**src/rtl/pipe_adder_pkg.sv**
```systemverilog
// pipe_adder_pkg: shared definitions for the pipelined add/subtract unit.
//   OP_ADD / OP_SUB   : encodings of the 'sub' mode input
//   DEFAULT_NUM_SIZE  : default operand width
//   size_ok()         : elaboration-time check of the width/depth pairing
package pipe_adder_pkg;

    localparam logic OP_ADD = 1'b0;
    localparam logic OP_SUB = 1'b1;

    localparam int DEFAULT_NUM_SIZE = 32;

    // Width must split evenly into stage chunks, depth 1..width.
    function automatic bit size_ok(input int size, input int stages);
        return (stages >= 1) && (stages <= size) && ((size % stages) == 0);
    endfunction

endpackage

```
**src/rtl/adder_stage.sv**
```systemverilog
// adder_stage: one chunk of the skewed carry chain, plain ripple add.
//   a, b  : operand chunks (b already conditioned for subtract)
//   cin   : carry from the previous chunk (or the subtract carry-in)
//   s     : chunk sum
//   cout  : carry out of the chunk MSB
//   cmsb  : carry into the chunk MSB (only the last stage uses it, for overflow)
module adder_stage #(
    parameter int CHUNK_W = 8
) (
    input  logic [CHUNK_W-1:0] a,
    input  logic [CHUNK_W-1:0] b,
    input  logic               cin,
    output logic [CHUNK_W-1:0] s,
    output logic               cout,
    output logic               cmsb
);

    logic [CHUNK_W:0] full;

    assign full = {1'b0, a} + {1'b0, b} + {{CHUNK_W{1'b0}}, cin};
    assign s    = full[CHUNK_W-1:0];
    assign cout = full[CHUNK_W];
    // The MSB sum bit is a ^ b ^ carry-in-to-MSB, so the carry is recovered from it.
    assign cmsb = s[CHUNK_W-1] ^ a[CHUNK_W-1] ^ b[CHUNK_W-1];

endmodule

```
**src/rtl/pipe_adder.sv**
```systemverilog
// pipe_adder: pipelined add/subtract with valid/ready handshake and flags.
// The carry chain is cut into NUM_STAGES chunks; stage k resolves chunk k and
// registers it with the carry, the still-unused upper operand chunks and the
// lower result chunks already produced. The last stage is the output register.
//   clk, rstN          : clock, asynchronous active-low reset
//   inValid / inReady  : operand beat handshake (inReady = pipe may advance)
//   dIn0, dIn1, sub    : operands A, B; sub=1 computes A-B
//   outValid / outReady: result handshake
//   sum                : result, modulo 2^NUM_SIZE
//   carryOut           : carry out of the MSB (for subtract 1 = no borrow)
//   overflow           : signed overflow
//   zero               : unclamped sum == 0
// Optional macro PIPE_ADDER_SATURATE_EN adds input 'sat': on signed overflow
// the presented sum is clamped to the most positive/negative value; flags
// still describe the unclamped result.
module pipe_adder
    import pipe_adder_pkg::*;
#(
    parameter int NUM_SIZE   = DEFAULT_NUM_SIZE,
    parameter int NUM_STAGES = 4
) (
    input  logic                clk,
    input  logic                rstN,
    input  logic                inValid,
    output logic                inReady,
    input  logic [NUM_SIZE-1:0] dIn0,
    input  logic [NUM_SIZE-1:0] dIn1,
    input  logic                sub,
`ifdef PIPE_ADDER_SATURATE_EN
    input  logic                sat,
`endif
    output logic                outValid,
    input  logic                outReady,
    output logic [NUM_SIZE-1:0] sum,
    output logic                carryOut,
    output logic                overflow,
    output logic                zero
);

    localparam int CHUNK_W = NUM_SIZE / NUM_STAGES;

    if (!size_ok(NUM_SIZE, NUM_STAGES)) begin : g_bad_cfg
        $error("pipe_adder: NUM_SIZE must be a multiple of NUM_STAGES (1..NUM_SIZE)");
    end

    // Whole pipe moves together; only a full, unconsumed output stalls it.
    logic adv;
    assign adv     = !outValid || outReady;
    assign inReady = adv;

    logic [NUM_SIZE-1:0] sum_q;
    logic                cmsb_all [NUM_STAGES];

`ifdef PIPE_ADDER_SATURATE_EN
    logic sat_q;
    logic a_neg_q;

    function automatic logic [NUM_SIZE-1:0] saturate(
        input logic [NUM_SIZE-1:0] s,
        input logic                en,
        input logic                ovf,
        input logic                a_neg
    );
        if (en && ovf)
            return a_neg ? {1'b1, {(NUM_SIZE-1){1'b0}}} : {1'b0, {(NUM_SIZE-1){1'b1}}};
        return s;
    endfunction

    assign sum = saturate(sum_q, sat_q, overflow, a_neg_q);
`else
    assign sum = sum_q;
`endif

    for (genvar k = 0; k < NUM_STAGES; k++) begin : g_stage
        // Operand bits not yet consumed; chunk k sits at the bottom.
        localparam int REM = NUM_SIZE - k * CHUNK_W;

        logic [REM-1:0]             a_in;
        logic [REM-1:0]             b_in;
        logic                       c_in;
        logic                       v_in;
        logic [CHUNK_W-1:0]         s_chunk;
        logic                       c_out;
        logic [(k+1)*CHUNK_W-1:0]   res_next;
`ifdef PIPE_ADDER_SATURATE_EN
        logic                       sat_in;
`endif

        if (k == 0) begin : g_src
            // ---- stage 0: operand conditioning, B' = ~B and carry-in = 1 for subtract
            assign a_in     = dIn0;
            assign b_in     = (sub == OP_SUB) ? ~dIn1 : dIn1;
            assign c_in     = (sub == OP_SUB);
            assign v_in     = inValid;
            assign res_next = s_chunk;
`ifdef PIPE_ADDER_SATURATE_EN
            assign sat_in   = sat;
`endif
        end else begin : g_src
            // ---- stage k: consume registered state of stage k-1
            assign a_in     = g_stage[k-1].g_reg.a_q;
            assign b_in     = g_stage[k-1].g_reg.b_q;
            assign c_in     = g_stage[k-1].g_reg.c_q;
            assign v_in     = g_stage[k-1].g_reg.v_q;
            assign res_next = {s_chunk, g_stage[k-1].g_reg.res_q};
`ifdef PIPE_ADDER_SATURATE_EN
            assign sat_in   = g_stage[k-1].g_reg.sat_q;
`endif
        end

        adder_stage #(
            .CHUNK_W (CHUNK_W)
        ) u_adder_stage (
            .a    (a_in[CHUNK_W-1:0]),
            .b    (b_in[CHUNK_W-1:0]),
            .cin  (c_in),
            .s    (s_chunk),
            .cout (c_out),
            .cmsb (cmsb_all[k])
        );

        if (k < NUM_STAGES - 1) begin : g_reg
            logic [REM-CHUNK_W-1:0]   a_q;
            logic [REM-CHUNK_W-1:0]   b_q;
            logic [(k+1)*CHUNK_W-1:0] res_q;
            logic                     c_q;
            logic                     v_q;
`ifdef PIPE_ADDER_SATURATE_EN
            logic                     sat_q;
`endif

            always_ff @(posedge clk or negedge rstN) begin
                if (!rstN)
                    v_q <= 1'b0;
                else if (adv)
                    v_q <= v_in;
            end

            // Data follows its valid bit; bubbles leave it untouched.
            always_ff @(posedge clk) begin
                if (adv && v_in) begin
                    a_q   <= a_in[REM-1:CHUNK_W];
                    b_q   <= b_in[REM-1:CHUNK_W];
                    res_q <= res_next;
                    c_q   <= c_out;
`ifdef PIPE_ADDER_SATURATE_EN
                    sat_q <= sat_in;
`endif
                end
            end
        end else begin : g_out
            // ---- final stage: output register with flags
            always_ff @(posedge clk or negedge rstN) begin
                if (!rstN) begin
                    outValid <= 1'b0;
                    sum_q    <= '0;
                    carryOut <= 1'b0;
                    overflow <= 1'b0;
                    zero     <= 1'b0;
`ifdef PIPE_ADDER_SATURATE_EN
                    sat_q    <= 1'b0;
                    a_neg_q  <= 1'b0;
`endif
                end else if (adv) begin
                    outValid <= v_in;
                    if (v_in) begin
                        sum_q    <= res_next;
                        carryOut <= c_out;
                        overflow <= c_out ^ cmsb_all[k];
                        zero     <= (res_next == '0);
`ifdef PIPE_ADDER_SATURATE_EN
                        sat_q    <= sat_in;
                        a_neg_q  <= a_in[CHUNK_W-1];
`endif
                    end
                end
            end
        end
    end

endmodule

```
**config.mk**
```make
export PLATFORM = sky130hd
export DESIGN_NAME = pipe_adder
export DESIGN_NICKNAME = d
export VERILOG_FILES = /design/src/rtl/pipe_adder_pkg.sv /design/src/rtl/adder_stage.sv /design/src/rtl/pipe_adder.sv
export SDC_FILE = /design/constraint.sdc
export NUM_CORES = 1
export LEC_CHECK = 0
export ABC_AREA = 1
export CAP_MARGIN = 20
export CORE_AREA = 4 4 90 176
export DETAILED_ROUTE_END_ITERATION = 8
export DIE_AREA = 0 0 94 180
export PLACE_DENSITY = 0.86
export SETUP_SLACK_MARGIN = 0.2
export SKIP_LAST_GASP = 1
export SYNTH_ARGS = -nofsm -noshare
export SYNTH_HDL_FRONTEND = slang
export SYNTH_SLANG_ARGS = --single-unit
```
**constraint.sdc**
```tcl
create_clock -name clk -period 4.02 [get_ports clk]
set_input_delay 0.804 -clock clk [delete_from_list [all_inputs] [get_ports clk]]
set_output_delay 0.804 -clock clk [all_outputs]
set_load 0.02 [all_outputs]
```
Word-level counts from Yosys, hierarchy flattened
Cells that the tools add are included.
W data, S select, Z words.
Storage, ports and cells
  flip-flop bits (word level): 186
  bits in latches: 0
  bits in writable memories: 0
  memory bits (read-only): 0
  output and inout port bits: 37
  memories: 0
Cells by class
  add/sub/neg operators: 8
  multipliers: 0
  divide/modulo/power cells: 0
  magnitude comparators: 0
  eq/ne operators: 0
  shifts and indexed selects: 0
  multiplexer cells: 1
  bitwise logic cells: 4
  reductions and logical operators: 7
Operators with widths (number)
  $add A8 B8 Y9: 4
  $add A9 B1 Y9: 4
  $logic_not A32 Y1: 1
  $mux W32: 1
  $not A32 Y32: 1
  $logic_and A1 B1 Y1: 3
  $xor A1 B1 Y1: 3
  $reduce_and A2 Y1: 1
  $logic_not A1 Y1: 1
  $logic_or A1 B1 Y1: 1

Longest topological paths before layout
Gate-level depths: netlist of the first run.
  depth after elaboration: 5
  depth in mapped cells: 12

Cells and area by module
A second synthesis of the first run with hierarchy kept.
Second synthesis, totals
  cells, all modules: 598
  area total of the unflattened synthesis: 8046.5 µm²
Modules (own cells, without submodules)
  pipe_adder: times used 1, cells each 374, area an instance 6525.0 µm², seq. area each 5390.2 µm²
  adder_stage at g_stage[0].u_adder_stage ...: times used 2, cells each 56, area an instance 381.6 µm², seq. area each 0.0 µm²
  adder_stage at g_stage[1].u_adder_stage ...: times used 2, cells each 56, area an instance 379.1 µm², seq. area each 0.0 µm²

Worst setup path before layout of the first run
Ideal clock, no wire load.
  kind: input to register
  from: input outReady
  to: register g_stage[1].g_reg.a_q[0] (enable)
  arrival time: 2954 ps
  slack: 609 ps
  stages on the path: 2
  path buffers: 0
  cell sequence: nor2_1 -> nor2_1
Between the ends
  word-level cells in the longest chain between the ends: 2
RTL lines
  start: declaration: line pipe_adder.sv:33  | input logic outReady,
  $logic_or A1 B1 Y1: line pipe_adder.sv:48  | assign adv = !outValid || outReady;
  $logic_and A1 B1 Y1: line pipe_adder.sv:141  | if (adv && v_in) begin
  end signal: assignment: line pipe_adder.sv:142  | a_q <= a_in[REM-1:CHUNK_W];
  end: declaration: line pipe_adder.sv:123  | logic [REM-CHUNK_W-1:0] a_q;
Every way passes these cells.
A chain may end at the register's enable or synchronous reset.

Final worst setup path of the first run
  from: input outReady
  to: output inReady
Between the ends
  word-level cells in the longest chain between the ends: 1
RTL lines
  $logic_or A1 B1 Y1: line pipe_adder.sv:48
  end: declaration: line pipe_adder.sv:25  | output logic inReady,
Every way passes these cells.

==> metrics, run 1 <==
status=completed; global router's overall resource usage=16.0%; crit path from=outReady; fin area=0.00953 mm^2; CP endpoint kind=primary output; Routed WL per cell=14.1 um; Layout Cells excl Fill=884; post-DP HPWL=9.12 mm; total die area=0.0169 mm^2; actual slew at the worst max-slew pin=slightly above 0.8 ns; final slew viol count=0; utilization after layout=66.1%; Synth cell types=28; DRT antenna net count=0; Total Nets Final=783; Die X=94 um; worst flop-to-flop path endpoint=g_stage[2].g_reg.res_q[22]; Adder-Cell Fraction of Synth Area=between 6 and 7%; clock slew at reported path FFs=0.07 ns; RD Place Congestion=0.817; Area Overhead vs Synth=25.0%; Clock Skews=0.0115 ns; sequential cell area=0.00539 mm^2; postcts setup bufs=0; post-synthesis net count=665; H-tree depth=4; Peak VDD IR=0.000332 V; IO Port Bufs=105; Hold-fix buffers, CTS=0; Seq/Total Area, Yosys=70.7%; Core ar.=~0.014 mm^2; # Max-Cap Violations=0; DR vias/cell=4.90; # resized after CTS=0; Pleak=3.87 nW; top-count cell post-synth=edfxtp_1; area share of the largest cell type after synthesis=57.9%; Arr. time, crit path=2.46 ns; hold path depth=0; CP startpoint kind=primary input; final setup margin=0.759 ns; area fraction in compound gates after synthesis=4.89%; Post-Syn Area=0.00762 mm^2; total vias in the final route=4329; max_slew headroom=44.8%; RR Startpoint=g_stage[1].g_reg.a_q[0]; DR pass1 iterations=5; RSZ-0062 raised after global routing=no; n_diodes=0; share of cells above drive strength 1=under 10%; Synth area leaders=edfxtp_1 (58%), dfrtp_1 (13%), xor2_1 (5.6%), nand2_1 (4.7%), ha_1 (4.6%); row count=62; DP Area=around 0.009 mm^2; Period minus WS final=3.26 ns; Fillers=1038; clk sinks=186; first-pass GRT wire length=20.9 mm; area occupied by multi-input gates=0.00195 mm^2; most instantiated cells after synthesis=edfxtp_1 (147), nand2_1 (95), inv_1 (64); CTS tree=yes; hold path endpoint=g_stage[2].g_reg.res_q[10]; Max Fclk=307 MHz; crit-path max FO=6; mux cell area share after synthesis=0%; reg2reg path depth=8; combinational family with the most area after synthesis=simple AND/OR/NAND/NOR gates; Iter 0 DRT Violations=approximately 160; Bufs on Longest Clock Path=2; pre-CTS setup slack=~0.74 ns; CTS Buf Count=17; Skew-Pair Late Insertion Delay=0.43 ns; DRC Markers=0; Final Hold Fails=0; Die H=180 um; io pins=106; initial core utilization=~53%; post-synthesis xor/xnor area fraction=around 6.3%; min-delay src=g_stage[1].g_reg.res_q[10]; Mapped Cells=about 560; WP data required=between 3 and 4 ns; Crit Path Class=in -> out; flops & latches, synth=186; Yosys top cell by area=edfxtp_1; grt total ovfl=0; Power Density=699 mW/mm^2; R2R Setup Slk=between 1.5 and 2 ns; Avg Cell Area, Syn=13.6 um^2; Synth async-reset ratio=21.0%; EDFF count, synth=about 150; Synth Flop Type=edfxtp_1; setup TNS=0 ns; Post-Place Cells=851; largest net degree at the start of global routing=approximately 60; Setup Viol. Count Final=0; hold_ws=between 0.4 and 0.5 ns; Root Driver=clkbuf_16; DRT Wirelength=12.5 mm; Power Total=6.67 mW; Final Cycle Share=around four fifths; simple-gate share of the synthesized area=7.71%; initial antenna violation count=0; worst hold path type=reg -> reg; YS warnings=0; number of global-route vias before repair=4549
cell families (layout without fill, tap and decap cells):
| logic type | count (synthesis) | in the layout |
|---|---|---|
| xor gates and xnor gates | 55 | 55 |
| adders and majority gates | 35 | 35 |
| and+or+nand+nor | 142 | 142 |
| AOI/OAI and AO/OA | 67 | 67 |
| DFF | 186 | 186 |
| buffers and inverters | 76 | 207 |
worst max-delay path by stage:
stage                              end  cells past startpoint  slack, ns
2_1_floorplan  g_stage[1].g_reg.a_q[0]                      2       0.61
3_3_place_gp                   inReady                      4       0.86
3_5_place_dp                   inReady                      4       0.74
4_1_cts                        inReady                      4       0.74
5_1_grt                        inReady                      4       0.64
6_report                       inReady                      4       0.76
critical path, stage by stage:
cell and delay, ns:
clkdlybuf4s50_1 0.40, nor2_1 0.44, inv_1 0.22, clkdlybuf4s50_1 0.59
cells in the final DEF, fill, tap and decap left out, types with 3 or more instances in the layout:
master,instances
edfxtp_1,147
clkdlybuf4s50_1,103
nand2_1,95
inv_1,63
xor2_1,49
dfrtp_1,39
o21ai_0,30
ha_1,28
a21oi_1,22
clkbuf_16,17
nand3_1,15
nor2_1,15
nand4_1,7
fa_1,7
xnor2_1,6
nor3_1,5
o211ai_1,4
inv_8,4
a31oi_1,3
clkinv_8,3
inv_6,3
buf_4,3
cell type report:
cell class	count	area share (%)
Clock buffer	17	4.46
Multi-Input combinational cell	299	20.4
Sequential cell	186	56.5
Tap cell	192	2.52
Timing Repair Buffer	110	11.6
Clock inverter	15	1.92
Inverter	65	2.56
routing by layer:
metal	up-vias	share of wire (%)	global-route usage, %
li1	2154	-	-
met1	2023	37	16.9
met2	128	56	29.0
met3	24	4.4	3.22
met4	0	2.7	8.16
met5	-	0	0
report_power, final:
part	switching, mW	internal, mW
logic	1.20	0.813
clock network	0.757	0.893
registers	0.207	2.79
total	2.17	4.50
flip-flops by register name (all words and copies together) (netlist names):
signal,flops
carryOut,1
g_stage.g_reg.a_q,48
g_stage.g_reg.b_q,48
g_stage.g_reg.c_q,3
g_stage.g_reg.res_q,48
g_stage.g_reg.v_q,3
outValid,1
overflow,1
sum,32
zero,1
No activity file was read; power rests on OpenSTA's default activity.
==> run 2, diff against run 1 <==
- clock period: 4.02 -> 3.39 ns (I/O delays scaled with it)
==> metrics, run 2 (synthesis gave the netlist of run 1 again) <==
total die area=0.0169 mm^2 (unchanged); Die H=180 um (unchanged); fin area=0.00952 mm^2 (-0.20%); DRT Wirelength=12.6 mm (+1.2%); Largest regs=g_stage.g_reg.a_q x48, g_stage.g_reg.b_q x48, g_stage.g_reg.res_q x48; DR pass1 iterations=8 (+3); Routed WL per cell=14.3 um (+1.2%); post-DP HPWL=9.49 mm (+4.0%); RD Place Congestion=0.794 (-2.8%); # resized after CTS=0 (unchanged); share of cells above drive strength 1=6.65% (-0.14 points); row count=62 (unchanged); setup TNS=0 ns (unchanged); Period minus WS final=2.98 ns; status=completed; postcts setup bufs=0 (unchanged); n_diodes=0 (unchanged); H-tree depth=4 (unchanged); DP Area=0.00891 mm^2 (about the same); CP endpoint kind=primary output; Max Fclk=335 MHz; Setup Viol. Count Final=0 (unchanged); CP startpoint kind=primary input; IO Port Bufs=105 (unchanged); DRC Markers=0 (unchanged); Area Overhead vs Synth=24.8%; Core ar.=0.0144 mm^2 (unchanged); Pleak=3.86 nW (about the same); area occupied by multi-input gates=0.00195 mm^2 (unchanged); initial core utilization=52.8% (unchanged); Post-Place Cells=852 (+0.12%); Layout Cells excl Fill=884 (unchanged); sequential cell area=0.00539 mm^2 (unchanged); io pins=106 (unchanged); grt total ovfl=0 (unchanged); global router's overall resource usage=15.9% (-0.060 points); DR vias/cell=4.95 (+1.1%); Iter 0 DRT Violations=239 (+48%); number of global-route vias before repair=4479 (-1.5%); hold_ws=0.351 ns (-0.0646 ns); Crit Path Class=in -> out; CTS Buf Count=17 (unchanged); crit-path max FO=6 (unchanged); Total Nets Final=783 (unchanged); clk sinks=186 (unchanged); Fillers=1053 (+1.4%); DRT antenna net count=0 (unchanged); Power Density=834 mW/mm^2 (+19%); final slew viol count=0 (unchanged); most common cell after layout, fill and taps aside=edfxtp_1; Final Cycle Share=87.9%; Peak VDD IR=0.000478 V (+44%); RSZ-0062 raised after global routing=no; total vias in the final route=4378 (+1.1%); Final Hold Fails=0 (unchanged); # Max-Cap Violations=0 (unchanged); actual slew at the worst max-slew pin=0.820 ns (-0.00828 ns); Bufs on Longest Clock Path=2 (unchanged); clock slew at reported path FFs=0.06 ns (about the same); worst hold path type=in -> async; Skew-Pair Late Insertion Delay=0.42 ns (about the same); max_slew headroom=45.4% (+0.55 points); Root Driver=clkbuf_16; Arr. time, crit path=2.30 ns (-0.16 ns); Die X=94 um (unchanged); most frequent cells in the layout=edfxtp_1 (147), clkdlybuf4s50_1 (103), nand2_1 (95), inv_1 (63), xor2_1 (49); first-pass GRT wire length=21.0 mm (+0.36%); CTS tree=yes; Hold-fix buffers, CTS=0 (unchanged); Clock Skews=0.00900 ns (-0.00250 ns); largest net degree at the start of global routing=58 (-1.7%); WP data required=2.71 ns (-0.51 ns); initial antenna violation count=0 (unchanged)
## run 2: changes by cell type in the layout (fill, tap and decap cells not counted)
cell       before  now
inv_6           3    5
buf_12          2    1
buf_4           3    4
bufinv_16       1    2
clkinv_4        2    1
clkinv_1        0    1
clkinv_8        3    0
## run 2: stage by stage
stage | total power [mW] | worst slack, ns | utilization, %
detailed placement | 6.01 | 0.381 | 61.8
CTS | 8.00 | 0.384 | 65.9
finish | 7.93 | 0.409 | 65.9
global placement | 5.84 | 0.477 | 61.8
floorplan | 5.08 | 0.442 | -
global route | 8.42 | 0.286 | 65.9
## run 2: final cells by class
type	instances	share of cell area (%)
clock buffers	17	4.47
clock inverters	15	1.85
inverters	65	2.56
multi-input cells	299	20.5
flip-flops and latches	186	56.6
well taps	192	2.52
repair buffers	110	11.5
## run 2: where the power goes
| part | switching (mW) | internal (mW) | total [mW] |
|---|---|---|---|
| clock network | 0.858 | 1.12 | 1.97 |
| registers | 0.258 | 3.31 | 3.57 |
| logic | 1.44 | 0.951 | 2.39 |
## run 2: final timing paths
kind | from | to | slack (ns) | depth (start not counted)
setup / recovery | outReady | inReady | 0.41 | 4
hold / removal | rstN | sum[12] | 0.35 | 1
setup reg to reg | g_stage[1].g_reg.a_q[0] | g_stage[2].g_reg.res_q[22] | 1.14 | 8
hold reg to reg | g_stage[1].g_reg.a_q[14] | g_stage[2].g_reg.a_q[6] | 0.41 | 0
max in group asynchronous | rstN | carryOut | 2.52 | 1
min in group clk | g_stage[1].g_reg.a_q[14] | g_stage[2].g_reg.a_q[6] | 0.41 | 0
## run 2: worst max-delay path, cell delays in order
cell	delay, ns
clkdlybuf4s50_1	0.40
nor2_1	0.44
inv_1	0.20
clkdlybuf4s50_1	0.58
## run 2: per-layer routing
metal | global-route usage (%) | vias up | wire (um)
met4 | 7.18 | 0 | 225
met2 | 29.2 | 133 | 7230
met1 | 17.0 | 2074 | 4590
met5 | 0 | - | 0
met3 | 3.31 | 21 | 557
li1 | - | 2150 | -
==> run 3, diff against run 2 <==
- CORE_AREA: 4 4 90 176 -> 4 4 129 254
- DIE_AREA: 0 0 94 180 -> 0 0 133 258
- PLACE_DENSITY: 0.86 -> 0.51
==> metrics, run 3 (synthesis gave the netlist of run 1 again) <==
Global Route met3 Usage=2.20% (-1.1 points); setup TNS=0 ns (unchanged); worst hold path type=in -> async; Setup Viol. Count Final=0 (unchanged); Routed WL per cell=12.2 um (-14%); Max Fclk=336 MHz (+0.24%); Gate power share=30.8% (+0.7 points); postcts setup bufs=0 (unchanged); Die X=133 um (+41%); grt total ovfl=0 (unchanged); cell-internal power=5.21 mW (-3.2%); number of global-route vias before repair=4532 (+1.2%); IO Port Bufs=105 (unchanged); total die area=0.0343 mm^2 (+100%); GR peak layer=met2; DP Area=0.00922 mm^2 (+3.4%); row count=91 (+47%); Total Nets Final=786 (+0.38%); Arr. time, crit path=2.30 ns (about the same); Sequential Power Share=46.2% (+1.2 points); Skew-Pair Late Insertion Delay=0.43 ns (about the same); Layout Cells excl Fill=1113 (+26%); CP startpoint kind=primary input; CTS Buf Count=17 (unchanged); Core ar.=0.0309 mm^2 (+110%); actual slew at the worst max-slew pin=0.917 ns (+0.0973 ns); initial antenna violation count=0 (unchanged); Bufs on Longest Clock Path=2 (unchanged); pre-CTS setup slack=0.399 ns (+0.0187 ns); DR vias/cell=3.83 (-23%); final slew viol count=0 (unchanged); post-DP HPWL=10.6 mm (+12%); CP endpoint kind=primary output; reg2reg path depth=8 (unchanged); Post-Place Cells=1081 (+27%); total vias in the final route=4261 (-2.7%); first-pass GRT wire length=22.3 mm (+6.3%); fin area=0.00975 mm^2 (+2.4%); # resized after CTS=0 (unchanged); H-tree depth=4 (unchanged); DRT antenna net count=0 (unchanged); DRT Wirelength=13.6 mm (+7.7%); status=completed; Iter 0 DRT Violations=231 (-3.3%); Die H=258 um (+43%); global router's overall resource usage=8.33% (-7.6 points); Clock Skews=0.0101 ns (+0.00109 ns); io pins=106 (unchanged); met1 Resource Use GR=8.22% (-8.8 points); switching power share of the total=32.3% (+0.10 points); Hold-fix buffers, CTS=0 (unchanged); DR pass1 iterations=4 (-4); crit path from=outReady; Power Density=789 mW/mm^2 (-5.3%); met2 Usage GRT=15.7% (-13 points); Pleak=3.83 nW (-0.72%); DRC Markers=0 (unchanged); Clock power frac=23.0% (-1.9 points); most common cell after layout, fill and taps aside=edfxtp_1; Final Hold Fails=0 (unchanged); most frequent cells in the layout=edfxtp_1 (147), clkdlybuf4s50_1 (103), nand2_1 (95), inv_1 (63), xor2_1 (49); CTS tree=yes; Crit Path Class=in -> out; Critical Path End=inReady; R2R Setup Slk=1.09 ns (-0.05 ns); Final Cycle Share=87.7% (-0.21 points); RD Place Congestion=0.759 (-4.5%); max_slew headroom=38.9% (-6.5 points); # Max-Cap Violations=0 (unchanged); share of cells above drive strength 1=6.76% (+0.12 points); worst flop-to-flop path endpoint=g_stage[2].g_reg.res_q[22]; largest net degree at the start of global routing=59 (+1.7%); n_diodes=0 (unchanged); crit-path max FO=6 (unchanged); initial core utilization=24.7% (-28 points); Peak VDD IR=0.000386 V (-19%); Largest regs=g_stage.g_reg.a_q x48, g_stage.g_reg.b_q x48, g_stage.g_reg.res_q x48; Area Overhead vs Synth=27.8%; clock slew at reported path FFs=0.07 ns (about the same); final setup margin=0.416 ns (+0.00707 ns); Power Total=7.69 mW (-3.0%); WP data required=2.71 ns (about the same); clk sinks=186 (unchanged); RR Startpoint=g_stage[1].g_reg.a_q[0]; Root Driver=clkbuf_16; Net Switching=2.48 mW (-2.7%); Period minus WS final=2.97 ns (-0.00707 ns); RSZ-0062 raised after global routing=no; utilization after layout=31.6% (-34 points); hold_ws=0.361 ns (+0.0105 ns)
## run 3: power groups by stage
stage               Clock, mW  Combinational, mW  Sequential [mW]
floorplan                   0               1.27             3.81
global placement            0               2.40             3.59
detailed placement          0               2.43             3.62
CTS                      1.85               2.44             3.57
global route             1.95               2.68             3.63
finish                   1.77               2.37             3.55
## run 3: how the worst min path moves through the flow
| stage | start | to | slack (ns) | cells past startpoint |
|---|---|---|---|---|
| 4_1_cts | rstN | sum[8] | 0.40 | 1 |
| 3_3_place_gp | g_stage[1].g_reg.a_q[11] | g_stage[2].g_reg.a_q[3] | 0.40 | 0 |
| 6_report | rstN | sum[8] | 0.36 | 1 |
| 5_1_grt | g_stage[0].g_reg.a_q[19] | g_stage[1].g_reg.a_q[11] | 0.41 | 0 |
| 3_5_place_dp | g_stage[0].g_reg.a_q[10] | g_stage[1].g_reg.a_q[2] | 0.40 | 0 |
| 2_1_floorplan | rstN | carryOut | 0.38 | 0 |
## run 3: final cells by class
class                           count  area [um^2]
Timing Repair Buffer              113         1110
Multi-Input combinational cell    299         1950
Sequential cell                   186         5390
Inverter                           65          244
Clock inverter                     13         96.3
Fill cell                        3093        21100
Tap cell                          418          523
Clock buffer                       19          433
## run 3: worst max-delay path, stage by stage
cell and delay (ns):
clkdlybuf4s50_1 0.40, nor2_1 0.42, inv_1 0.21, clkdlybuf4s50_1 0.58
## run 3: routing by layer
layer	up-vias	share of wire, %
li1	2166	-
met1	1987	37
met4	0	3.1
met5	-	0
met3	22	3.6
met2	86	56
==> RTL change 1 (config.mk and constraints of run 2) <==
Reset style: synchronous (`rstN`), changed in 2 clocked blocks. Comments in the files are not updated.
--- a/src/rtl/pipe_adder.sv
+++ b/src/rtl/pipe_adder.sv
@@ -130,5 +130,5 @@
 `endif
 
-            always_ff @(posedge clk or negedge rstN) begin
+            always_ff @(posedge clk) begin
                 if (!rstN)
                     v_q <= 1'b0;
@@ -151,5 +151,5 @@
         end else begin : g_out
             // ---- final stage: output register with flags
-            always_ff @(posedge clk or negedge rstN) begin
+            always_ff @(posedge clk) begin
                 if (!rstN) begin
                     outValid <= 1'b0;
Check against the original RTL: differs if rstN is asserted again (counterexample within 10 cycles, from zero or initial values and one cycle with rstN low); with rstN held inactive, the same outputs for 10 cycles.
==> RTL change 1 against run 2 <==
Via count rose by 2.5%. Sequential share of layout area is 2.1 points lower. Routed wire length rose by 1.9%. Synthesized cell count up 4.6%. Worst setup slack gained 0.40 ns. Synthesized area fell by 0.18%. First-iteration DRC count fell by 25%. Critical path type unchanged. Sequential cell count is the same. Final area unchanged.
Power is not compared: it rests on default switching activity, and its combinational part moved more than twofold at a synthesized area within 25%.
==> RTL change 1: results (changes against run 2) <==
* Maximum number of pins on one net before global-route repair: 50 (was 58)
- Number of library cell types mapped by synthesis: 32 (was 28)
* Vias in the first global route: 4,597 (was 4,479)
- The post-placement setup slack came to 0.508 ns (was 0.381 ns).
- The via density per instance is 4.93 (was 4.95).
* Commonest cells post-synth: 147 x sky130_fd_sc_hd__edfxtp_1, 64 x sky130_fd_sc_hd__inv_1, 57 x sky130_fd_sc_hd__nand2_1 (was 147 x sky130_fd_sc_hd__edfxtp_1, 95 x sky130_fd_sc_hd__nand2_1, 64 x sky130_fd_sc_hd__inv_1)
- Run status: finished clean (unchanged)
- First-pass detailed-route iteration total: 4 (was 8)
- Mean cell area of the mapped netlist: 13.0 sq um (was 13.6 sq um)
* Worst Path Max Fanout: 7 (was 6)
- The actual slew at the worst max-slew pin was 0.581 ns (was 0.820 ns).
* Post-Place Cells: 878 (was 852)
* GR Util All Layers: 16.0% (was 15.9%)
* Final Net Count: 809 (was 783)
- Post-synth ARST share: 0% (was 21.0%)
* Worst clock skew: 0.00928 ns (was 0.00900 ns)
- Routed WL: 12,800 microns (was 12,600 microns)
- The count of cells along the worst register-to-register path is 11 (was 8).
- Half-perimeter wire length of the detailed placement result: 9600 microns (was 9490 microns)
- The final weighted congestion in routability-driven placement is 0.839 (was 0.794).
* Data arrival time at the worst-slack endpoint: 1.90 ns (was 2.30 ns)
- The filler cell count in the final layout was 1,086 (was 1,053).
- Syn_nets: 691 (was 665)
- The fraction of final layout cells with drive strength greater than 1 came to 9.47% (was 6.65%).
- The final standard cell count with taps included and fillers excluded came to 910 (was 884).
- Area of placed instances: 0.00889 sq mm (was 0.00891 sq mm)
- Top area cells in the synthesized netlist: sky130_fd_sc_hd__edfxtp_1 58%, sky130_fd_sc_hd__dfxtp_1 10%, sky130_fd_sc_hd__xor2_1 5.5% (was sky130_fd_sc_hd__edfxtp_1 58%, sky130_fd_sc_hd__dfrtp_1 13%, sky130_fd_sc_hd__xor2_1 5.6%)
-- RTL change 1: layer usage --
metal | routed length (microns) | GRT usage (%)
met1 | 4570 | 16.2
met2 | 7340 | 29.7
met3 | 614 | 3.22
met4 | 310 | 8.04
met5 | 0 | 0
-- RTL change 1: kinds of logic after synthesis --
group | count (synthesis) | share of synthesized area [%]
AOI/OAI and AO/OA | 87 | 6.51
xor gates and xnor gates | 53 | 6.10
adders and majority gates | 35 | 6.44
buffers and inverters | 82 | 4.21
DFF | 186 | 68.3
and+or+nand+nor | 144 | 8.48
-- RTL change 1: worst paths after layout --
path                                        end                          startpoint  slack [ns]
max                                     inReady                            outReady        0.81
min          g_stage[1].g_reg.b_q[12]$_DFFE_PP_  g_stage[0].g_reg.b_q[20]$_DFFE_PP_        0.42
max reg2reg                   zero$_SDFFE_PN0P_   g_stage[2].g_reg.a_q[0]$_DFFE_PP_        1.07
min reg2reg  g_stage[1].g_reg.b_q[12]$_DFFE_PP_  g_stage[0].g_reg.b_q[20]$_DFFE_PP_        0.42
-- RTL change 1: area by class of cell --
class	count	area, sq um	share of cell area [%]
flip-flops and latches	186	5190	54.6
clock buffers	17	425	4.47
well taps	192	240	2.52
repair buffers	112	1100	11.5
clock inverters	15	201	2.12
multi-input cells	319	2100	22.0
inverters	69	259	2.72
-- RTL change 1: critical path: stages --
cell                              delay [ns]
sky130_fd_sc_hd__clkdlybuf4s50_1        0.45
sky130_fd_sc_hd__inv_1                  0.06
sky130_fd_sc_hd__nand2_4                0.10
sky130_fd_sc_hd__clkdlybuf4s50_1        0.62
==> RTL change 2 (config.mk and constraints of run 2) <==
Made on the original files. Set the parameter `NUM_STAGES` to 2 (it was 4).
--- a/src/rtl/pipe_adder.sv
+++ b/src/rtl/pipe_adder.sv
@@ -18,5 +18,5 @@
 #(
     parameter int NUM_SIZE   = DEFAULT_NUM_SIZE,
-    parameter int NUM_STAGES = 4
+    parameter int NUM_STAGES = 2
 ) (
     input  logic                clk,
Function: changed (Yosys sat finds a counterexample within 4 cycles, from zero or initial values and one cycle with rstN low).
==> RTL change 2 against run 2 <==
Synthesized cell count rose by 0.53%. Synthesized area decreased by 34%. Routed wire length down 11%. Hold slack gained 0.056 ns. Worst setup slack better by 0.42 ns. Final area is 31% lower. Sequential cell count decreased by 100. Count of clock-buffer cells in the layout shrank 7. Critical path depth unchanged. Total power down 54%. Critical path type unchanged. Highest routed layer unchanged.
==> RTL change 2: results (changes against run 2) <==
- Detailed Route Iter0 Violations: 167 (was 239)
* Static leakage power: 2.96 nW (was 3.86 nW)
- The number of clock buffers in the layout came to 10 (was 17).
- The multi-input gate count came to 408 (was 299).
- Setup Slack @ Placement: 0.493 ns (was 0.381 ns)
- Part of the total power dissipated in combinational logic: 34.6% (was 30.1%)
- The switching portion of total power is 33.6% (was 32.2%).
* First-pass detailed-route iteration total: 4 (was 8)
- Area of placed instances: 0.00628 sq mm (was 0.00891 sq mm)
- The largest vdd supply drop is 0.000284 V (was 0.000478 V).
* Number of filler instances in the final layout: 1,439 (was 1,053)
- Synthesized-area fraction occupied by adder cells: 8.66% (was 6.43%)
- The fraction of post-synthesis cell area in the top cell type by area is 29.3% (was 57.9%).
- Met3 routed wirelength: 474 microns (was 557 microns)
- Number of library cell types mapped by synthesis: 37 (was 28)
- Clock Network Area Fraction: 4.55% (was 6.32%)
- Global-route met3 utilization: 2.72% (was 3.31%)
- Vias in the first global route: 4,151 (was 4,479)
* Count of non-CTS buffers in the layout: 108 (was 110)
* Wire length of the first global-routing pass: 18,600 microns (was 21,000 microns)
- Power density of the placed cells: 560 mW/mm^2 (was 834 mW/mm^2)
- The final-layout non-clock buffer area share was 16.2% (was 11.5%).
- CP peak stage delay: 0.62 ns (was 0.58 ns)
- The largest net degree at the start of global routing came to 52 (was 58).
- The net count after synthesis came to 666 (was 665).
- The number of H-tree levels is 3 (was 4).
- The estimated wirelength of the detail-placed design was 9460 microns (was 9490 microns).
* Post-Place Cells: 853 (was 852)
- Run status: finished clean (unchanged).
- Final Net Count: 774 (was 783)
- The number of CTS-inserted buffers came to 9 (was 17).
- The number of flops mapped to enable cells by yosys is 49 (was 147).
- The via density per instance came to 4.64 (was 4.95).
- The average routed wire per standard cell came to 12.9 microns (was 14.3 microns).
* Met2 usage: 25.2% (was 29.2%)
- The data arrival at the endpoint of the critical path was 1.88 ns (was 2.30 ns).
==> RTL change 2: cell count changes after synthesis, sizes merged, moves of 6 or more <==
cell | run 2 | this run
nand3 | 15 | 39
edfxtp | 147 | 49
nand2 | 95 | 168
xor2 | 49 | 43
inv | 65 | 58
nor2 | 18 | 35
==> RTL change 2: final timing paths <==
path	startpoint	endpoint	slack (ns)	cells past startpoint
worst min register to register	sum[7]$_DFFE_PN0P_	sum[7]$_DFFE_PN0P_	0.48	2
worst max register to register	g_stage[0].g_reg.a_q[0]$_DFFE_PP_	zero$_DFFE_PN0P_	0.94	13
worst min-delay path	rstN	sum[5]$_DFFE_PN0P_	0.41	1
worst max-delay path	outReady	inReady	0.83	4
max in group asynchronous	rstN	sum[27]$_DFFE_PN0P_	2.46	1
min in group clk	sum[7]$_DFFE_PN0P_	sum[7]$_DFFE_PN0P_	0.48	2
==> RTL change 2: critical path: cells and delay by family <==
family / cells / cell delay [ns]
buf+inv: 3 / 1.11
simple gates: 1 / 0.09
